File: config.mk
export PLATFORM = sky130hd
export DESIGN_NAME = ret_stack_ctrl
export DESIGN_NICKNAME = d
export VERILOG_FILES = /design/src/rtl/ret_stack_ctrl.sv
export SDC_FILE = /design/constraint.sdc
export NUM_CORES = 1
export LEC_CHECK = 0
export ABC_CLOCK_PERIOD_IN_PS = 3800
export CAP_MARGIN = 20
export CELL_PAD_IN_SITES_DETAIL_PLACEMENT = 1
export CELL_PAD_IN_SITES_GLOBAL_PLACEMENT = 2
export CORE_MARGIN = 3
export CORE_UTILIZATION = 43
export DETAILED_ROUTE_END_ITERATION = 10
export DONT_BUFFER_PORTS = 1
export PLACE_DENSITY_LB_ADDON = 0.1
export SKIP_CTS_REPAIR_TIMING = 1
export SLEW_MARGIN = 20
export SYNTH_ARGS = -nofsm -noshare
export SYNTH_HDL_FRONTEND = slang
export SYNTH_SLANG_ARGS = --single-unit
File: constraint.sdc
create_clock -name clk -period 3.8 [get_ports clk]
set_clock_uncertainty 0.15 [all_clocks]
set_input_delay 1.14 -clock clk [delete_from_list [all_inputs] [get_ports clk]]
set_output_delay 1.14 -clock clk [all_outputs]
set_load 0.005 [all_outputs]
File: src/rtl/ret_stack_ctrl.sv
// Return-address stack for the 19-bit CPU: call pushes PC+1, return pops the
// top entry with zero latency, with sticky overflow/underflow and a flush path.
module ret_stack_ctrl #(
    parameter int DEPTH = 8,
    parameter int AW    = 19
) (
    input  logic                         clk,
    input  logic                         rst,
    input  logic                         push,
    input  logic                         pop,
    input  logic [AW-1:0]                push_addr,
    input  logic                         flush,
    input  logic                         clr_err,
    output logic [AW-1:0]                top_addr,
    output logic [$clog2(DEPTH+1)-1:0]   count,
    output logic                         empty,
    output logic                         full,
    output logic                         overflow,
    output logic                         underflow
);

    localparam int SPW = $clog2(DEPTH + 1);
    localparam int IW  = $clog2(DEPTH);
    localparam logic [SPW-1:0] SP_ZERO = SPW'(0);
    localparam logic [SPW-1:0] SP_ONE  = SPW'(1);
    localparam logic [SPW-1:0] SP_FULL = SPW'(DEPTH);

    logic [AW-1:0]  mem_q [DEPTH];
    logic [SPW-1:0] sp_q, sp_d;
    logic           ovf_q, ovf_d;
    logic           udf_q, udf_d;

    logic [IW-1:0]  sp_lo_s;
    logic [IW-1:0]  top_idx_s;
    logic [IW-1:0]  wr_idx_s;
    logic           wr_en_s;
    logic           empty_s;
    logic           full_s;

    // At sp == DEPTH the low bits are zero, so sp_lo - 1 still lands on DEPTH-1.
    assign sp_lo_s   = sp_q[IW-1:0];
    assign top_idx_s = sp_lo_s - IW'(1);
    assign empty_s   = (sp_q == SP_ZERO);
    assign full_s    = (sp_q == SP_FULL);

    // Next-state: flush beats push/pop; clr_err runs in parallel and loses to a set.
    always_comb begin
        sp_d     = sp_q;
        ovf_d    = ovf_q;
        udf_d    = udf_q;
        wr_en_s  = 1'b0;
        wr_idx_s = '0;

        if (clr_err) begin
            ovf_d = 1'b0;
            udf_d = 1'b0;
        end else begin
            ovf_d = ovf_q;
            udf_d = udf_q;
        end

        if (flush) begin
            sp_d = SP_ZERO;
        end else if (push && pop) begin
            wr_en_s = 1'b1;
            if (empty_s) begin
                wr_idx_s = '0;
                sp_d     = SP_ONE;
                udf_d    = 1'b1;
            end else begin
                wr_idx_s = top_idx_s;
            end
        end else if (push) begin
            if (full_s) begin
                ovf_d = 1'b1;
            end else begin
                wr_en_s  = 1'b1;
                wr_idx_s = sp_lo_s;
                sp_d     = sp_q + SP_ONE;
            end
        end else if (pop) begin
            if (empty_s) begin
                udf_d = 1'b1;
            end else begin
                sp_d = sp_q - SP_ONE;
            end
        end else begin
            sp_d = sp_q;
        end
    end

    // Pointer and sticky flag registers.
    always_ff @(posedge clk) begin
        if (rst) begin
            sp_q  <= SP_ZERO;
            ovf_q <= 1'b0;
            udf_q <= 1'b0;
        end else begin
            sp_q  <= sp_d;
            ovf_q <= ovf_d;
            udf_q <= udf_d;
        end
    end

    // Entry storage; contents are don't-care after reset, so only writes are gated.
    always_ff @(posedge clk) begin
        if (wr_en_s && !rst) begin
            mem_q[wr_idx_s] <= push_addr;
        end
    end

    assign top_addr  = empty_s ? '0 : mem_q[top_idx_s];
    assign count     = sp_q;
    assign empty     = empty_s;
    assign full      = full_s;
    assign overflow  = ovf_q;
    assign underflow = udf_q;

endmodule

==> summary by stage, run 1 <==
Outcome
The flow ran to the end, and the final reports show no timing, DRC or antenna violations.

STA
Setup violations remaining at the end of the flow were counted as 0. The final number of max-transition violations is 0. The worst hold slack across all endpoints is 315 ps. Subtracting the final worst setup slack from the clock period gives 3560 ps. Setup repair after global routing left no endpoint under its margin. The actual transition at the worst max-transition pin is 584 ps. Of the available clock period, the critical path in the final layout requires 0.937. Setup slack closes at 240 ps. Headroom to the max-slew limit came out at 0.609. The upper clock frequency limit is 281 MHz. The number of failing hold endpoints at the final stage is 0.

Synth
The number of nets produced by synthesis is 371. Yosys attributes the largest share of cell area to sky130_fd_sc_hd__edfxtp_1, sky130_fd_sc_hd__mux4_2, sky130_fd_sc_hd__inv_1. The mapped netlist covers 0.00636 mm^2. Of all cell types, the one taking the most synthesized area is sky130_fd_sc_hd__edfxtp_1. After synthesis, the share of flip-flops with an asynchronous set or reset is 0. The gate count after technology mapping is 340.

The share of synthesized area in the top cell type comes to 0.718. The largest family of logic cells by synthesized area is multiplexers. Averaged over all synthesized cells, the footprint is 18.7 um^2. The count of state elements after synthesis is 158. The commonest cells after synthesis are sky130_fd_sc_hd__edfxtp_1, sky130_fd_sc_hd__inv_1, sky130_fd_sc_hd__mux4_2.

The dominant synthesized flop cell is sky130_fd_sc_hd__edfxtp_1. The multiplexer area fraction after synthesis is 0.135. The adder and majority gate portion of the synthesized area is 0.0130. The simple logic cell fraction of the synthesized area is 0.0360. The most frequent cell after synthesis is sky130_fd_sc_hd__edfxtp_1. The number of flops mapped to enable cells by yosys is 152.

During synthesis, Yosys emitted a total of 0 warnings. The sequential cell area fraction in the yosys report is 0.737. The distinct cell type count of the synthesized netlist is 37. Of the total synthesized cell area, the portion taken by XOR and XNOR cells is 0.00138. The compound-gate portion of the synthesized area came to 0.0404.

CTS
The root buffer cell chosen for the clock tree is sky130_fd_sc_hd__clkbuf_16. Clock-pin slew was measured on the worst setup and hold paths at 60 ps. The number of clock buffers inserted by TritonCTS is 17. The clock insertion delay at the later pin of the skew report is 420 ps.

The CTS tree is built. For this design, the sink count on the clock tree is 158. The H-tree depth reported by CTS is 4. The clock tree buffer depth is 2.

Cells and area
The total non-filler cell area in the finished layout is 0.00737 mm^2. The number of nets in the finished design is 398. The area taken by flip-flops and latches is 0.00469 mm^2. 0 antenna diodes ended up in the layout.

The final core utilization is 0.521. The multi-input combinational cells in the finished layout cover a total of 0.00150 mm^2. The area growth from synthesis to layout is 16.0%.

The layout filler cell count is 1283. In the final layout, the share of cells above drive strength 1 is 0.282.

Routing
The vias after detailed routing is 3148. The residual antenna-violating net count after detailed routing is 0. The initial detailed-routing violation count is 172. After detailed routing, the average wire length per cell comes to 23.2 um. The first TritonRoute pass finished after 4 iterations.

After detailed routing, the total wire length is 13000 um. The average vias per placed instance is 5.62. In the routed design, unresolved DRC markers number 0.

Place
The minimum setup slack after placement is 508 ps. The number of buffers inserted by port buffering is 0. The wire-length estimate of the detail-placed layout is 7990 um. Routability-driven placement finished with a final weighted congestion of 0.732.

The placed instances occupy a cell area of 0.00676 mm^2.

GRT
For this run, the total global-route usage over all layers was measured as 0.176. The number of antenna violations at the first check in global routing came to 0. The first global-routing pass estimated 20700 um of wire. The via count of the first global-routing pass is 3367. After global routing the overflow that remains totals 0. The largest net degree at the start of global routing is 43.

Critical path
The endpoint identified for the worst register-to-register timing path is mem_q[6][10]. Walking the worst path, the cells encountered are inv_1 -> ha_1 -> or3b_4 -> inv_2 -> or3_1 -> buf_4 -> o22ai_1. At the worst endpoint, the required time is 2510 ps. The critical path in this run is classified as flip-flop to primary output.

The startpoint kind of the worst setup timing path is a flip-flop. In this run the worst path has a maximum fanout of 9. In this run the worst setup path begins at count[1]. The critical path arrival is 2270 ps.

Together, buffers and inverters on the worst path number 3. The number of cells traversed by the worst register-to-register path is 7. On the critical path, the stage with the largest delay is an instance of sky130_fd_sc_hd__dfxtp_2. The startpoint of the worst register-to-register path is count[0]. The setup check on the worst reg-to-reg path leaves a slack of 820 ps. The kind of end point of the critical path is a primary output.

For this run, the slowest stage of the critical path takes 400 ps. The kind of cell adding the most delay to the critical path is simple AND/OR/NAND/NOR gates.

Floorplan
In this run the core area contains 43 standard-cell rows. The overall die area is 0.0163 mm^2. In this run the standard cell core region covers 0.0141 mm^2. 52 I/O pins were placed. The width of the die is 128 um. The vertical extent of the die is 128 um. The initial core utilization is 0.449.

Run
The reported max-cap violation count is 0.

Worst hold path
The destination of the worst hold path is underflow. The worst hold path stage count is 2. The worst hold path startpoint is underflow. The class of the most critical hold timing path is flip-flop to flip-flop.

Power and ir drop
Summing internal, switching and leakage power gives 0.00388 W. The power per unit of standard cell area is 526 mW/mm^2. VDD sags by at most 317 uV. For this design the static power due to leakage is 2.46 nW.
## placed cells by master (no fill, tap or decap), types with 2 or more instances in the layout
| cell type | instances |
|---|---|
| sky130_fd_sc_hd__bufinv_16 | 3 |
| sky130_fd_sc_hd__inv_1 | 44 |
| sky130_fd_sc_hd__nor3_1 | 2 |
| sky130_fd_sc_hd__clkbuf_16 | 17 |
| sky130_fd_sc_hd__o21ai_0 | 3 |
| sky130_fd_sc_hd__o22ai_2 | 2 |
| sky130_fd_sc_hd__o22ai_1 | 17 |
| sky130_fd_sc_hd__inv_6 | 2 |
| sky130_fd_sc_hd__buf_12 | 2 |
| sky130_fd_sc_hd__o211ai_1 | 3 |
| sky130_fd_sc_hd__or2_2 | 2 |
| sky130_fd_sc_hd__nor3b_4 | 2 |
| sky130_fd_sc_hd__nor3b_2 | 2 |
| sky130_fd_sc_hd__clkinvlp_4 | 2 |
| sky130_fd_sc_hd__nor2b_1 | 3 |
| sky130_fd_sc_hd__nand2_1 | 3 |
| sky130_fd_sc_hd__or3b_4 | 2 |
| sky130_fd_sc_hd__nand3_1 | 5 |
| sky130_fd_sc_hd__dfxtp_2 | 2 |
| sky130_fd_sc_hd__ha_1 | 5 |
| sky130_fd_sc_hd__nor2_1 | 3 |
| sky130_fd_sc_hd__buf_4 | 21 |
| sky130_fd_sc_hd__or3_1 | 4 |
| sky130_fd_sc_hd__edfxtp_1 | 152 |
| sky130_fd_sc_hd__a21oi_1 | 6 |
| sky130_fd_sc_hd__clkinv_4 | 2 |
| sky130_fd_sc_hd__and3_1 | 2 |
| sky130_fd_sc_hd__nor3_2 | 3 |
| sky130_fd_sc_hd__dfxtp_1 | 4 |
| sky130_fd_sc_hd__clkbuf_1 | 3 |
| sky130_fd_sc_hd__mux4_2 | 38 |
## report_power, final
group	internal, W	total [W]	switching (W)	leakage (nW)
registers	0.00192	0.00193	0.00000589	1.42
logic	0.0000980	0.000220	0.000122	0.753
clock network	0.00104	0.00173	0.000686	0.285
total	0.00306	0.00388	0.000814	2.46
## registers in the layout, indices dropped and copies added, names as in the netlist
register   flops
count          4
mem_q        152
overflow       1
underflow      1
## worst reg2reg max path, stage by stage, from the launching register on
cell and delay [ps]:
sky130_fd_sc_hd__dfxtp_2 330, sky130_fd_sc_hd__inv_1 160, sky130_fd_sc_hd__ha_1 220, sky130_fd_sc_hd__or3b_4 410, sky130_fd_sc_hd__a31oi_1 230, sky130_fd_sc_hd__or3b_4 470
sky130_fd_sc_hd__nor3_4 480, sky130_fd_sc_hd__buf_12 240
## logic make-up after synthesis
logic type               count (synthesis)
AO/OA/AOI/OAI                           40
XOR/XNOR                                 1
adder cells (fa/ha/maj)                  6
AND/OR/NAND/NOR                         37
multiplexers                            38
flip-flops                             158
buffers and inverters                   60
## cell type report
cell class	instances	area share
clock buffer	20	0.0592
clock inverter	12	0.0217
inverter	45	0.0229
multi-input combinational	122	0.203
sequential	158	0.636
tap	180	0.0305
timing repair buffer	23	0.0268
## per-stage QoR
| step | setup TNS, ps | std cells |
|---|---|---|
| after floorplan | -16960 | 340 |
| after global placement | 0 | 528 |
| after detailed placement | 0 | 528 |
| after CTS | 0 | 560 |
| after global routing | 0 | 560 |
| final | 0 | 560 |
## per-layer routing
layer / track usage / vias up / share of wire
li1: - / 1406 / -
met1: 0.236 / 1646 / 0.44
met2: 0.272 / 82 / 0.48
met3: 0.0548 / 14 / 0.058
met4: 0.0649 / 0 / 0.016
met5: 0 / - / 0
## worst max path at each step
stage                   end  slack (ps)  cells past startpoint
3_5_place_dp    top_addr[7]         510                      7
5_1_grt        top_addr[17]          70                      7
4_1_cts         top_addr[7]          40                      7
6_report       top_addr[17]         240                      7
3_3_place_gp    top_addr[7]         550                      7
2_1_floorplan   mem_q[1][0]        -220                      5
Note: power is estimated with default switching activity, not from simulation.
==> inputs of run 2 (changes only) <==
--- a/config.mk
+++ b/config.mk
@@ -5,12 +5,11 @@
 export SDC_FILE = /design/constraint.sdc
 export NUM_CORES = 1
 export LEC_CHECK = 0
-export ABC_CLOCK_PERIOD_IN_PS = 3800
+export ABC_CLOCK_PERIOD_IN_PS = 3950
 export CAP_MARGIN = 20
 export CELL_PAD_IN_SITES_DETAIL_PLACEMENT = 1
 export CELL_PAD_IN_SITES_GLOBAL_PLACEMENT = 2
-export CORE_MARGIN = 3
-export CORE_UTILIZATION = 43
+export CORE_UTILIZATION = 48
 export DETAILED_ROUTE_END_ITERATION = 10
 export DONT_BUFFER_PORTS = 1
 export PLACE_DENSITY_LB_ADDON = 0.1
==> constraint.sdc (replaced) <==
create_clock -name clk -period 3.95 [get_ports clk]
set_clock_uncertainty 0.15 [all_clocks]
set_input_delay 1.185 -clock clk [delete_from_list [all_inputs] [get_ports clk]]
set_output_delay 1.185 -clock clk [all_outputs]
set_load 0.005 [all_outputs]
==> summary by stage, run 2 (same netlist as run 1, synthesis figures left out) <==
Place
The number of placed cells counting well taps was 514 (-2.7%). The number of buffers inserted by port buffering is 0 (unchanged). The total half-perimeter wirelength after legalization and detailed placement is 7780 um (-2.6%). The last weighted congestion value of the routability-driven placer came to 0.760 (+3.8%). The minimum setup slack after placement is 374 ps (-134 ps).

Floorplan
The vertical extent of the die is 117 um (-8.2%). The core region area is 0.0128 mm^2 (-9.7%). The width of the die came to 117 um (-8.2%). The count of pins on the block boundary is 52 (unchanged).

The initial core utilization came to 0.498 (+0.0484). The cell row count was 41 (-4.7%). The overall die area came to 0.0137 mm^2 (-16%).

CTS
The clock tree buffer depth was 2 (unchanged). The number of clock buffers inserted by TritonCTS is 17 (unchanged). The clock slew at the register clock pins of the worst setup and hold paths came to 50 ps (about the same). The master cell of the clock root buffer is sky130_fd_sc_hd__clkbuf_16.

The number of sinks driven by the clock tree is 158 (unchanged). The H-tree depth reported by CTS is 4 (unchanged). TritonCTS built the clock tree. The clock insertion delay at the later pin of the skew report was 410 ps (about the same).

STA
The worst setup margin was 315 ps (+74.9 ps). The shortest clock period the worst path allows after layout is 3640 ps. The total of endpoints with negative setup slack in the final report is 0 (unchanged).

The share of the clock period used by the worst path after layout is 0.920. Setup repair after global routing left no endpoint under its margin. The max-slew headroom at the worst pin was 0.270 (-0.339).

The number of failing hold endpoints at the final stage is 0 (unchanged). The final number of max-transition violations is 0 (unchanged). The actual transition at the worst max-transition pin is 1090 ps (+503 ps). Timing would allow up to 275 MHz.

GRT
The first-pass GRT wire length is 19500 um (-5.9%). The remaining global-route overflow was 0 (unchanged). The combined global-route utilization of all metal layers came to 0.213 (+0.0374). The number of antenna violations at the first check in global routing is 0 (unchanged). The via count of the first global-routing pass was 3383 (+0.48%). The largest net degree at the start of global routing came to 43 (unchanged).

Cells and area
The count of inserted antenna diode cells is 0 (unchanged). Leaving out fill and tap cells, the most frequent cell in the layout is sky130_fd_sc_hd__edfxtp_1. The library cells used most frequently in the layout, excluding fill and tap cells, are sky130_fd_sc_hd__edfxtp_1, sky130_fd_sc_hd__inv_1, sky130_fd_sc_hd__mux4_2. The flip-flop count of the largest register, all copies and words added is 152 (unchanged). The non-filler instance count after layout was 546 (-2.5%). The share of post-route cells with drive strength above 1 is 0.259 (-0.0222).

The number of nets in the finished design is 392 (-1.5%). The layout overhead on the synthesized area is 14.5%. Ranked by flip-flop count, first place goes to mem_q.

Worst hold path
The path class of the tightest hold or removal check is flip-flop to flip-flop. The worst hold path stage count is 2 (unchanged). The startpoint identified for the worst hold timing path is underflow. The worst hold path terminates at underflow.

Routing
The vias after detailed routing came to 3123 (-0.79%). The detailed-router iteration count before antenna repair came to 6 (+2). The initial detailed-routing violation count is 247 (+44%).

The post-detailed-route wirelength per cell is 23.9 um (+3.0%). The average vias per placed instance is 5.72 (+1.7%). The residual antenna-violating net count after detailed routing is 0 (unchanged). The residual DRC count was 0 (unchanged).

The total wirelength of the detailed-routed design was 13000 um (+0.46%).

Power and ir drop
The worst supply voltage drop on vdd was 396 uV (+25%). The share of power burned in combinational logic is 0.057 (about the same). The switching power as a share of total power is 0.205 (-0.00545).

The relative contribution of the clock network to total power was 0.425 (-0.020). The relative contribution of sequential cells to total power is 0.517 (+0.019). The power per unit of standard cell area is 493 mW/mm^2 (-6.1%).

The total leakage power is 2.41 nW (-1.8%). The power spent charging and discharging nets is 0.000735 W (-9.8%). The internal power component is 0.00286 W (-6.7%).

Critical path
The internal reg-to-reg setup slack is 760 ps (-60 ps). The startpoint kind of the worst setup timing path is a flip-flop. The worst setup path is of the flip-flop to primary output kind.

The startpoint of the worst register-to-register path is count[1]. The slowest stage cell on the critical path is sky130_fd_sc_hd__or3_4. The worst setup path is captured at a primary output. The delay contributed by the slowest stage of the critical path is 540 ps (+140 ps). The critical path arrival was 2300 ps (+30 ps). The worst flop-to-flop path endpoint is mem_q[2][10]. Walking the worst path, the cells encountered are inv_1 -> ha_1 -> or3b_4 -> inv_2 -> or3_4 -> o22ai_1. The number of cells traversed by the worst register-to-register path is 7 (unchanged).

The required time of the critical path is 2610 ps (+100 ps). The largest driver fanout on the critical path came to 19 (+10).

Outcome
The flow ran to the end, and the final reports show no timing, DRC or antenna violations.

Run
The reported max-cap violation count is 0 (unchanged).
## run 2: how the worst max path moves through the flow
stage	endpoint	startpoint	depth (start not counted)
floorplan	mem_q[1][0]	push	5
global placement	top_addr[17]	count[1]	6
detailed placement	top_addr[7]	count[1]	6
CTS	top_addr[7]	count[1]	6
global route	top_addr[3]	count[1]	6
finish	top_addr[7]	count[1]	6
## run 2: cell type report
class	count	area, um^2
Multi-Input combinational cell	122	1490
Timing Repair Buffer	17	165
Clock buffer	18	429
Sequential cell	158	4690
Tap cell	172	215
Fill cell	1125	5500
Inverter	45	169
Clock inverter	14	124
## run 2: metal layers
metal | up-vias | track usage | routed length, um
met1 | 1634 | 0.256 | 5690
met2 | 78 | 0.361 | 6580
met4 | 0 | 0.0987 | 231
met3 | 16 | 0.0577 | 530
li1 | 1395 | - | -
met5 | - | 0 | 0
## run 2: through the flow
| stage | setup TNS [ps] | hold slack, ps | cell area, um^2 | total power, W | util |
|---|---|---|---|---|---|
| CTS | -1180 | 328 | 7270 | 0.00362 | 0.569 |
| floorplan | -6990 | 292 | 6360 | 0.00205 | - |
| global route | 0 | 361 | 7280 | 0.00369 | 0.570 |
| detailed placement | 0 | 321 | 6720 | 0.00210 | 0.526 |
| global placement | 0 | 310 | 6720 | 0.00210 | 0.526 |
| finish | 0 | 322 | 7280 | 0.00359 | 0.570 |
## run 2: worst max-delay path, delay by kind of cell (launching register included)
| kind | cells | cell delay, ps |
|---|---|---|
| adder cells (fa/ha/maj) | 1 | 220 |
| buffers and inverters | 2 | 190 |
| AND/OR/NAND/NOR | 2 | 800 |
| AO/OA/AOI/OAI | 1 | 240 |
| flip-flops | 1 | 430 |
## run 2: power by group through the flow
stage	logic [W]	clock network (W)	registers [W]
floorplan	0.000157	0	0.00189
global placement	0.000209	0	0.00189
detailed placement	0.000210	0	0.00189
CTS	0.000210	0.00156	0.00186
global route	0.000227	0.00161	0.00186
finish	0.000206	0.00153	0.00186
==> inputs of run 3 (changes only) <==
--- a/config.mk
+++ b/config.mk
@@ -10,9 +10,11 @@
 export CELL_PAD_IN_SITES_DETAIL_PLACEMENT = 1
 export CELL_PAD_IN_SITES_GLOBAL_PLACEMENT = 2
 export CORE_UTILIZATION = 48
+export CTS_CLUSTER_SIZE = 24
 export DETAILED_ROUTE_END_ITERATION = 10
 export DONT_BUFFER_PORTS = 1
 export PLACE_DENSITY_LB_ADDON = 0.1
+export REMOVE_ABC_BUFFERS = 1
 export SKIP_CTS_REPAIR_TIMING = 1
 export SLEW_MARGIN = 20
 export SYNTH_ARGS = -nofsm -noshare
==> summary by stage, run 3 (same netlist as run 1, synthesis figures left out) <==
CTS
The H-tree depth reported by CTS is 4 (unchanged). The clock slew at the register clock pins of the worst setup and hold paths is 60 ps (about the same). The number of clock buffers inserted by TritonCTS is 17 (unchanged). The clock tree buffer depth is 2 (unchanged). The clock insertion delay at the later pin of the skew report is 410 ps (about the same). TritonCTS built the clock tree. The master cell of the clock root buffer is sky130_fd_sc_hd__clkbuf_16. The number of sinks driven by the clock tree is 158 (unchanged).

Critical path
The internal reg-to-reg setup slack is 690 ps (-70 ps). The slowest stage cell on the critical path is sky130_fd_sc_hd__or3_4. The worst path buffer plus inverter count is 2 (unchanged). The worst setup path is launched from a flip-flop. The delay contributed by the slowest stage of the critical path is 540 ps (about the same). The worst setup path is captured at a primary output. The largest driver fanout on the critical path was 19 (unchanged). On the critical path the largest part of the delay comes from simple AND/OR/NAND/NOR gates. The critical path class is flip-flop to primary output. The critical path arrival is 2330 ps (+30 ps). Traced cell by cell, the critical path runs through inv_1 -> ha_1 -> or3b_4 -> inv_2 -> or3_4 -> o22ai_1. The startpoint of the worst register-to-register path is count[1]. The required time of the critical path came to 2610 ps (about the same). In this run the critical register-to-register path is captured at mem_q[2][2]. The number of cells traversed by the worst register-to-register path is 7 (unchanged).

Cells and area
The most common cell after layout, fill and taps aside is sky130_fd_sc_hd__edfxtp_1. The layout filler cell count is 1106 (-1.7%). The final core utilization is 0.575 (+0.00480). The total non-filler cell area in the finished layout is 0.00734 mm^2 (+0.84%).

In the layout the commonest cells are sky130_fd_sc_hd__edfxtp_1, sky130_fd_sc_hd__inv_1, sky130_fd_sc_hd__mux4_2. The area taken by flip-flops and latches is 0.00469 mm^2 (unchanged). The register with the most flip-flops in the final layout is mem_q. The count of inserted antenna diode cells came to 0 (unchanged). Relative to the synthesized area, the layout overhead comes to 15.5%. The share of post-route cells with drive strength above 1 is 0.274 (+0.0146). The number of nets in the finished design is 394 (+0.51%).

The flip-flop count of the largest register, all copies and words added is 152 (unchanged). The combined area of the multi-input logic cells is 0.00148 mm^2 (-0.42%).

STA
The final number of max-transition violations came to 0 (unchanged). The number of failing hold endpoints at the final stage was 0 (unchanged). The total of endpoints with negative setup slack in the final report is 0 (unchanged). The shortest clock period the worst path allows after layout was 3670 ps (+33.5 ps).

The max-slew headroom at the worst pin came to 0.442 (+0.172). Setup repair after global routing left no endpoint under its margin. The actual transition at the worst max-transition pin came to 837 ps (-251 ps). The final setup TNS is 0 ps (unchanged). The upper clock frequency limit is 273 MHz (-0.91%). The share of the clock period used by the worst path after layout was 0.929 (+0.00847).

Power and ir drop
The switching power as a share of total power came to 0.201 (-0.00333). The share of power burned in combinational logic is 0.057 (about the same). The relative contribution of the clock network to total power is 0.450 (+0.025).

The internal power component was 0.00301 W (+5.3%). The power spent charging and discharging nets was 0.000758 W (+3.1%). The relative contribution of sequential cells to total power is 0.493 (-0.024).

The power per unit of standard cell area was 513 mW/mm^2 (+3.9%). The total leakage power came to 2.44 nW (+1.1%). The worst supply voltage drop on vdd is 298 uV (-25%).

Worst hold path
The startpoint identified for the worst hold timing path is underflow. The path with the worst hold slack has its endpoint at underflow. In this run the worst hold path is classified as flip-flop to flip-flop. The worst hold path stage count is 2 (unchanged).

Floorplan
The initial core utilization was 0.498 (unchanged). The core region area came to 0.0128 mm^2 (unchanged). The overall die area came to 0.0137 mm^2 (unchanged). The cell row count is 41 (unchanged).

The vertical extent of the die is 117 um (unchanged). The count of pins on the block boundary is 52 (unchanged). The width of the die was 117 um (unchanged).

Place
The post-placement cell area is 0.00672 mm^2 (about the same). The last weighted congestion value of the routability-driven placer is 0.728 (-4.1%). The number of buffers inserted by port buffering came to 0 (unchanged).

The total half-perimeter wirelength after legalization and detailed placement was 8150 um (+4.7%).

Run
The reported max-cap violation count is 0 (unchanged).

Routing
The post-detailed-route wirelength per cell was 23.4 um (-1.8%). The initial detailed-routing violation count was 176 (-29%). The vias after detailed routing was 3067 (-1.8%). The residual antenna-violating net count after detailed routing was 0 (unchanged). The residual DRC count was 0 (unchanged). The total wirelength of the detailed-routed design came to 12800 um (-1.5%). The average vias per placed instance is 5.60 (-2.2%). The detailed-router iteration count before antenna repair is 4 (-2).

GRT
The first-pass GRT wire length came to 19200 um (-1.6%). The remaining global-route overflow was 0 (unchanged). The combined global-route utilization of all metal layers came to 0.206 (-0.00670). The via count of the first global-routing pass is 3226 (-4.6%). The largest net degree at the start of global routing came to 43 (unchanged).

The number of antenna violations at the first check in global routing came to 0 (unchanged).

Outcome
The run finished with clean final reports.
-- run 3: how the worst max path moves through the flow --
stage                  start      endpoint  slack [ps]  cells past startpoint
floorplan           count[0]   mem_q[1][0]       -1910                      6
global placement    count[1]  top_addr[18]         430                      6
detailed placement  count[1]   top_addr[5]         300                      6
CTS                 count[1]   top_addr[5]        -130                      6
global route        count[1]  top_addr[17]         160                      6
finish              count[1]   top_addr[5]         280                      6
-- run 3: layout make-up --
type,count,share of cell area
Sequential cell,158,0.638
Multi-Input combinational cell,122,0.202
Clock buffer,19,0.0590
Tap cell,172,0.0293
Clock inverter,13,0.0252
Inverter,45,0.0230
Timing Repair Buffer,19,0.0228
-- run 3: metrics by stage --
stage	std cells	setup slack, ps	total power [W]	hold slack [ps]
3_3_place_gp	516	433	0.00210	314
2_1_floorplan	325	-1910	0.00204	292
5_1_grt	548	157	0.00387	361
4_1_cts	548	-134	0.00380	326
3_5_place_dp	516	297	0.00211	318
6_report	548	281	0.00376	321
-- run 3: worst register-to-register path, delay by kind of cell, from the launching register on --
family / cells / cell delay (ps)
buffers and inverters: 3 / 770
flip-flops: 1 / 450
AO/OA/AOI/OAI: 1 / 290
AND/OR/NAND/NOR: 2 / 820
adder cells (fa/ha/maj): 1 / 460
-- run 3: layer usage --
metal / vias up / share of wire / track usage
met5: - / 0 / 0
met4: 0 / 0.014 / 0.0785
met3: 14 / 0.039 / 0.0438
met2: 65 / 0.53 / 0.355
met1: 1601 / 0.42 / 0.258
li1: 1387 / - / -
-- run 3: power groups by stage --
| stage | clock network, W | registers [W] | logic (W) |
|---|---|---|---|
| global route | 0.00178 | 0.00186 | 0.000234 |
| detailed placement | 0 | 0.00189 | 0.000217 |
| finish | 0.00169 | 0.00186 | 0.000213 |
| CTS | 0.00173 | 0.00186 | 0.000219 |
| floorplan | 0 | 0.00190 | 0.000140 |
| global placement | 0 | 0.00189 | 0.000213 |
